### config.mk
export PLATFORM = sky130hd
export DESIGN_NAME = animation_sound_sched
export DESIGN_NICKNAME = d
export VERILOG_FILES = /design/src/rtl/anim_sound_pkg.sv /design/src/rtl/rr_arbiter.sv /design/src/rtl/animation_sound_sched.sv
export SDC_FILE = /design/constraint.sdc
export NUM_CORES = 1
export LEC_CHECK = 0
export CAP_MARGIN = 10
export CORE_MARGIN = 2
export CORE_UTILIZATION = 40
export CTS_BUF_LIST = sky130_fd_sc_hd__clkbuf_4
export DETAILED_ROUTE_END_ITERATION = 10
export PLACE_DENSITY = 0.88
export SYNTH_ARGS = -nofsm -noshare
export SYNTH_HDL_FRONTEND = slang
export SYNTH_SLANG_ARGS = --single-unit
### constraint.sdc
create_clock -name clk -period 5.47 [get_ports clk]
set_clock_uncertainty 0.15 [all_clocks]
set_input_delay 1.094 -clock clk [delete_from_list [all_inputs] [get_ports clk]]
set_output_delay 1.094 -clock clk [all_outputs]
set_load 0.01 [all_outputs]
### src/rtl/anim_sound_pkg.sv
// Shared types and default sizing for the animation sound playback scheduler.
package anim_sound_pkg;

    localparam int N_CLIPS_DEF  = 4;
    localparam int ADDR_W_DEF   = 15;
    localparam int DATA_W_DEF   = 24;
    localparam int CLIP_LEN_DEF = 24000;

    localparam int CLIP_IDX_W = (N_CLIPS_DEF > 1) ? $clog2(N_CLIPS_DEF) : 1;

    typedef enum logic [0:0] {
        IDLE = 1'b0,
        PLAY = 1'b1
    } sched_state_e;

    typedef logic [CLIP_IDX_W-1:0] clip_idx_t;

endpackage

### src/rtl/rr_arbiter.sv
// Combinational round-robin arbiter: first set request at or after ptr_i, wrapping.
module rr_arbiter #(
    parameter  int N     = 4,
    localparam int IDX_W = (N > 1) ? $clog2(N) : 1
) (
    input  logic [N-1:0]     req_i,
    input  logic [IDX_W-1:0] ptr_i,
    output logic [N-1:0]     grant_o,
    output logic [IDX_W-1:0] idx_o,
    output logic             valid_o
);

    int k;

    always_comb begin
        grant_o = '0;
        idx_o   = '0;
        valid_o = 1'b0;
        k       = 0;
        for (int off = 0; off < N; off++) begin
            // ptr_i < N and off < N, so one subtraction is enough to wrap
            k = int'(ptr_i) + off;
            if (k >= N) begin
                k = k - N;
            end
            if (!valid_o && req_i[k]) begin
                valid_o    = 1'b1;
                grant_o[k] = 1'b1;
                idx_o      = IDX_W'(k);
            end
        end
    end

endmodule

### src/rtl/animation_sound_sched.sv
// Round-robin playback scheduler: latches clip play requests, walks the shared
// ROM address for the granted clip and streams samples to the codec.
module animation_sound_sched
    import anim_sound_pkg::*;
#(
    parameter  int N_CLIPS  = N_CLIPS_DEF,
    parameter  int ADDR_W   = ADDR_W_DEF,
    parameter  int DATA_W   = DATA_W_DEF,
    parameter  int CLIP_LEN = CLIP_LEN_DEF,
    localparam int IDX_W    = (N_CLIPS > 1) ? $clog2(N_CLIPS) : 1
) (
    input  logic                        clk,
    input  logic                        reset,
    input  logic [N_CLIPS-1:0]          req,
    input  logic                        stop,
    input  logic                        write_ready,
    input  logic [N_CLIPS*DATA_W-1:0]   rom_q,
    output logic [ADDR_W-1:0]           rom_address,
    output logic                        audio_write,
    output logic [DATA_W-1:0]           wdata_left,
    output logic [DATA_W-1:0]           wdata_right,
    output logic [IDX_W-1:0]            active_clip,
    output logic                        busy,
    output logic                        done,
    output logic [N_CLIPS-1:0]          pending,
    output sched_state_e                state_dbg
);

    localparam logic [ADDR_W-1:0] LAST_ADDR = ADDR_W'(CLIP_LEN - 1);

    sched_state_e       state_q, state_d;
    logic [ADDR_W-1:0]  addr_q, addr_d;
    logic [N_CLIPS-1:0] pending_q, pending_d;
    logic [IDX_W-1:0]   rr_ptr_q, rr_ptr_d;
    logic [IDX_W-1:0]   active_q, active_d;
    logic               done_q, done_d;

    logic [N_CLIPS-1:0] arb_grant;
    logic [N_CLIPS-1:0] grant_mask;
    logic [IDX_W-1:0]   arb_idx;
    logic               arb_valid;
    logic [DATA_W-1:0]  sample;

    rr_arbiter #(.N(N_CLIPS)) u_arb (
        .req_i   (pending_q),
        .ptr_i   (rr_ptr_q),
        .grant_o (arb_grant),
        .idx_o   (arb_idx),
        .valid_o (arb_valid)
    );

    always_ff @(posedge clk) begin
        if (reset) begin
            state_q   <= IDLE;
            addr_q    <= '0;
            pending_q <= '0;
            rr_ptr_q  <= '0;
            active_q  <= '0;
            done_q    <= 1'b0;
        end else begin
            state_q   <= state_d;
            addr_q    <= addr_d;
            pending_q <= pending_d;
            rr_ptr_q  <= rr_ptr_d;
            active_q  <= active_d;
            done_q    <= done_d;
        end
    end

    always_comb begin
        state_d     = state_q;
        addr_d      = addr_q;
        rr_ptr_d    = rr_ptr_q;
        active_d    = active_q;
        done_d      = 1'b0;
        grant_mask  = '0;
        audio_write = 1'b0;
        case (state_q)
            IDLE: begin
                if (arb_valid) begin
                    grant_mask = arb_grant;
                    active_d   = arb_idx;
                    addr_d     = '0;
                    rr_ptr_d   = (arb_idx == IDX_W'(N_CLIPS - 1)) ? '0 : arb_idx + IDX_W'(1);
                    state_d    = PLAY;
                end
            end
            PLAY: begin
                // Handshake: a sample moves when audio_write and write_ready are both high;
                // stop suppresses the write in its own cycle and beats a final accept.
                audio_write = ~stop;
                if (stop) begin
                    state_d = IDLE;
                end else if (write_ready) begin
                    if (addr_q == LAST_ADDR) begin
                        done_d  = 1'b1;
                        addr_d  = '0;
                        state_d = IDLE;
                    end else begin
                        addr_d = addr_q + ADDR_W'(1);
                    end
                end
            end
            default: state_d = IDLE;
        endcase
        pending_d = (pending_q | req) & ~grant_mask;
    end

    // Presenting the next address keeps the 1-cycle ROM in step with accepts.
    assign rom_address = addr_d;
    assign sample      = rom_q[active_q*DATA_W +: DATA_W];
    assign wdata_left  = audio_write ? sample : '0;
    assign wdata_right = wdata_left;
    assign active_clip = active_q;
    assign busy        = (state_q == PLAY);
    assign done        = done_q;
    assign pending     = pending_q;
    assign state_dbg   = state_q;

endmodule

==> reports/results.tsv <==
stage	metric	value	unit
run_status	status	finished, final reports clean	
route	detail_route.drc_violations	0	
sta	slew-limit-headroom	20.1	%
min_path	min-delay-path-class	reg2reg	
cells_and_area	final_core_utilization	67.0	%
setup_path	ff2ff_setup_slack	2.12	ns
placed_design	port_buffers	176	
synth	synth.area.mux_share	24.3	%
pwr	vdd.ir_drop.worst	0.249	mV
synth	synth-async-reset-ratio	0	%
setup_path	worst_flop_to_flop_path_endpoint	addr_q[3]$_SDFF_PP0_	
cells_and_area	number_of_nets_at_the_end_of_the_flow	547	
min_path	number_of_cells_on_the_worst_hold_path	1	
sta	achievable-frequency	193	MHz
cells_and_area	area_growth_syn_to_layout	60.2	%
floorplanning	core-area	0.00642	mm^2
grt	antenna_found_initial	0	
route	post_drt_via_cell_ratio	6.09	
synth	syn_area_per_cell	8.90	um^2
route	detailedRoute.firstPassIterationCount	6	
min_path	hold_start	addr_q[14]$_SDFF_PP0_	
route	detailedRoute.firstIterationViolations	185	
placed_design	gp_congestion	0.884	
grt	grt_use_total	25.9	%
cts	worstSkewPairLatency	0.34	ns
route	wirelength	9770	um
setup_path	cp.required	4.23	ns
cts	clock_tree.buffer_depth	2	
sta	worstMarginPinSlew	1.20	ns
setup_path	timing.critical_path.arrival	3.93	ns
pwr	power.density_cell_area	293	mW/mm^2
floorplanning	fp.dieH	86.0	um
setup_path	worst_r2r_startpoint	rr_ptr_q[1]$_SDFFE_PP0P_	
floorplanning	top_level_ports	177	
grt	maximum_number_of_pins_on_one_net_before_global_route_repair	35	
pwr	total_leakage_power	1.53	nW
cts	numCtsBuffers	3	
synth	yosysSeqAreaShare	18.6	%
cts	cts_tree	done	
grt	number_of_global_route_vias_before_repair	3049	
sta	setup_viol	0	
cells_and_area	n_antenna_cell	0	
sta	setup_repair_after_global_routing_missed_its_margin	false	
synth	syn_inst_count	302	
setup_path	timing.reg2reg.worst_path_depth	6	
sta	maxSlewViolCount	0	
synth	synth_cell_types	51	
route	antenna_violating_nets_post_route	0	
grt	global_route.overflow_total	0	
placed_design	postPlaceCellArea	0.00427	mm^2
cells_and_area	layout.filler_cells	495	
setup_path	timing_startpoint_of_the_critical_path	rr_ptr_q[1]$_SDFFE_PP0P_	
floorplanning	fp-row-count	29	
synth	complex_gate_fraction_of_the_synthesized_area	21.5	%
sta	post-route-period-util	94.5	%
route	routedWlPerCell	19.0	um
synth	synth_edf_count	0	
min_path	holdPathEnd	addr_q[14]$_SDFF_PP0_	
setup_path	worst-setup-path-type	reg2out	
setup_path	worstSetupEndpointType	primary output	
route	via_count	3132	
job	cap_violations	0	
cells_and_area	final_area	0.00431	mm^2
synth	synthesis.yosys.warnings	0	
cts	clk_transition_reported_paths	0.14	ns
sta	timing_hold_violations_final	0	
synth	xor_xnor_share_of_the_synthesized_area	0.326	%
cts	cts_num_sinks	25	
cells_and_area	layout-drive-gt1-share	10.1	%
synth	synth_fa_ha_area_share	2.33	%
setup_path	worst-path-max-fanout	18	
synth	synth.net_count	411	
cts	cts_root_buf	clkbuf_4	
setup_path	worstSetupStartpointType	flop	
synth	synth_ff_type	dfxtp_1	
grt	first_pass_grt_wire_length	15300	um
synth	post_synth_and_or_nand_nor_area_fraction	21.2	%
pwr	total_power	1.26	mW
sta	fin_setup_tns	0	ns
cts	h-tree-depth	1	
synth	ys_ff_latch	25	
synth	netlist_area	0.00269	mm^2
floorplanning	die_boundary_width	86.0	um
sta	final.min_clock_period	5.17	ns
placed_design	dp_hpwl	7800	um
floorplanning	die_area	0.00739	mm^2
floorplanning	initial_core_util	41.8	%
synth	combinational_family_with_the_most_area_after_synthesis	multiplexers	
-- cell usage in the layout (no fill, tap or decap), drive strengths merged, types with 11 or more instances in the layout --
cell type	n
dfxtp	25
nand3	11
mux4	28
a31oi	12
nand2	26
a21oi	16
nor2	11
and3	28
o21ai	13
clkdlybuf4s50	176
-- cells by family (layout without fill, tap and decap cells) --
| logic type | count (synthesis) | in the layout |
|---|---|---|
| and+or+nand+nor | 106 | 106 |
| AOI/OAI and AO/OA | 83 | 83 |
| buffers and inverters | 52 | 187 |
| muxes | 30 | 30 |
| DFF | 25 | 25 |
| adders and majority gates | 5 | 5 |
| xor gates and xnor gates | 1 | 1 |
-- routing by layer --
| layer | vias to the layer above | wire [um] | GRT usage [%] | share of wire (%) |
|---|---|---|---|---|
| met2 | 159 | 5100 | 48.1 | 52 |
| met3 | 18 | 713 | 4.43 | 7.3 |
| li1 | 1442 | - | - | - |
| met1 | 1513 | 3790 | 31.0 | 39 |
| met5 | - | 0 | 0 | 0 |
| met4 | 0 | 162 | 5.92 | 1.7 |
-- power breakdown --
group / internal [mW] / leakage, nW / switching, mW
registers: 0.206 / 0.204 / 0.108
logic: 0.494 / 1.31 / 0.367
clock network: 0.0275 / 0.0177 / 0.0571
total: 0.728 / 1.53 / 0.532
-- synthesized netlist by cell type (all sizes together), types with 5 or more instances --
cell / count / area, um^2
buf: 32 / 238
and3: 28 / 175
mux4: 28 / 634
nand2: 26 / 97.6
dfxtp: 25 / 500
a21oi: 16 / 80.1
clkbuf: 16 / 60.1
o21ai: 13 / 65.1
a31oi: 12 / 75.1
nand3: 11 / 55.1
nor2: 11 / 41.3
a311oi: 10 / 93.8
nand2b: 6 / 37.5
a41oi: 5 / 43.8
ha: 5 / 62.6
-- sequential cells by signal (all words and copies together) (netlist names), named ones only --
register     flops
addr_q          15
pending          4
active_clip      2
busy             1
done             1
rr_ptr_q         1
-- worst max path at each step --
stage,endpoint,slack [ns],cells past startpoint
2_1_floorplan,rom_address[11],1.43,9
3_3_place_gp,rom_address[6],0.69,8
3_5_place_dp,rom_address[12],0.54,8
4_1_cts,rom_address[6],0.17,8
5_1_grt,rom_address[11],0.04,7
6_report,rom_address[11],0.30,7
-- metrics by stage --
step | hold slack, ns | setup WS (ns) | std cells
2_1_floorplan | 0.319 | 1.43 | 302
3_3_place_gp | 0.365 | 0.688 | 510
3_5_place_dp | 0.370 | 0.538 | 510
4_1_cts | 0.389 | 0.169 | 514
5_1_grt | 0.425 | 0.0352 | 514
6_report | 0.397 | 0.300 | 514
-- final cells by class --
class | instances | area, um^2 | area share [%]
multi-input cells | 225 | 1880 | 43.7
repair buffers | 179 | 1780 | 41.4
flip-flops and latches | 25 | 503 | 11.7
well taps | 77 | 96.3 | 2.24
clock buffers | 3 | 22.5 | 0.523
inverters | 4 | 15.0 | 0.349
clock inverters | 1 | 5.00 | 0.116
-- critical path: stages, from the launching register on --
cell	delay (ns)
dfxtp_1	0.52
inv_1	0.13
ha_1	0.43
mux4_2	0.61
or3_4	0.41
or3_1	0.61
a31oi_1	0.31
clkdlybuf4s50_1	0.57
-- what timing repair did --
item | CTS | global route
resized for setup | 0 | 2
setup endpoints to repair | 0 | 10
hold endpoints to repair | 0 | 0
buffers inserted | 0 | 0
hold buffers | 0 | 0
Power figures use the tool's default switching activity.
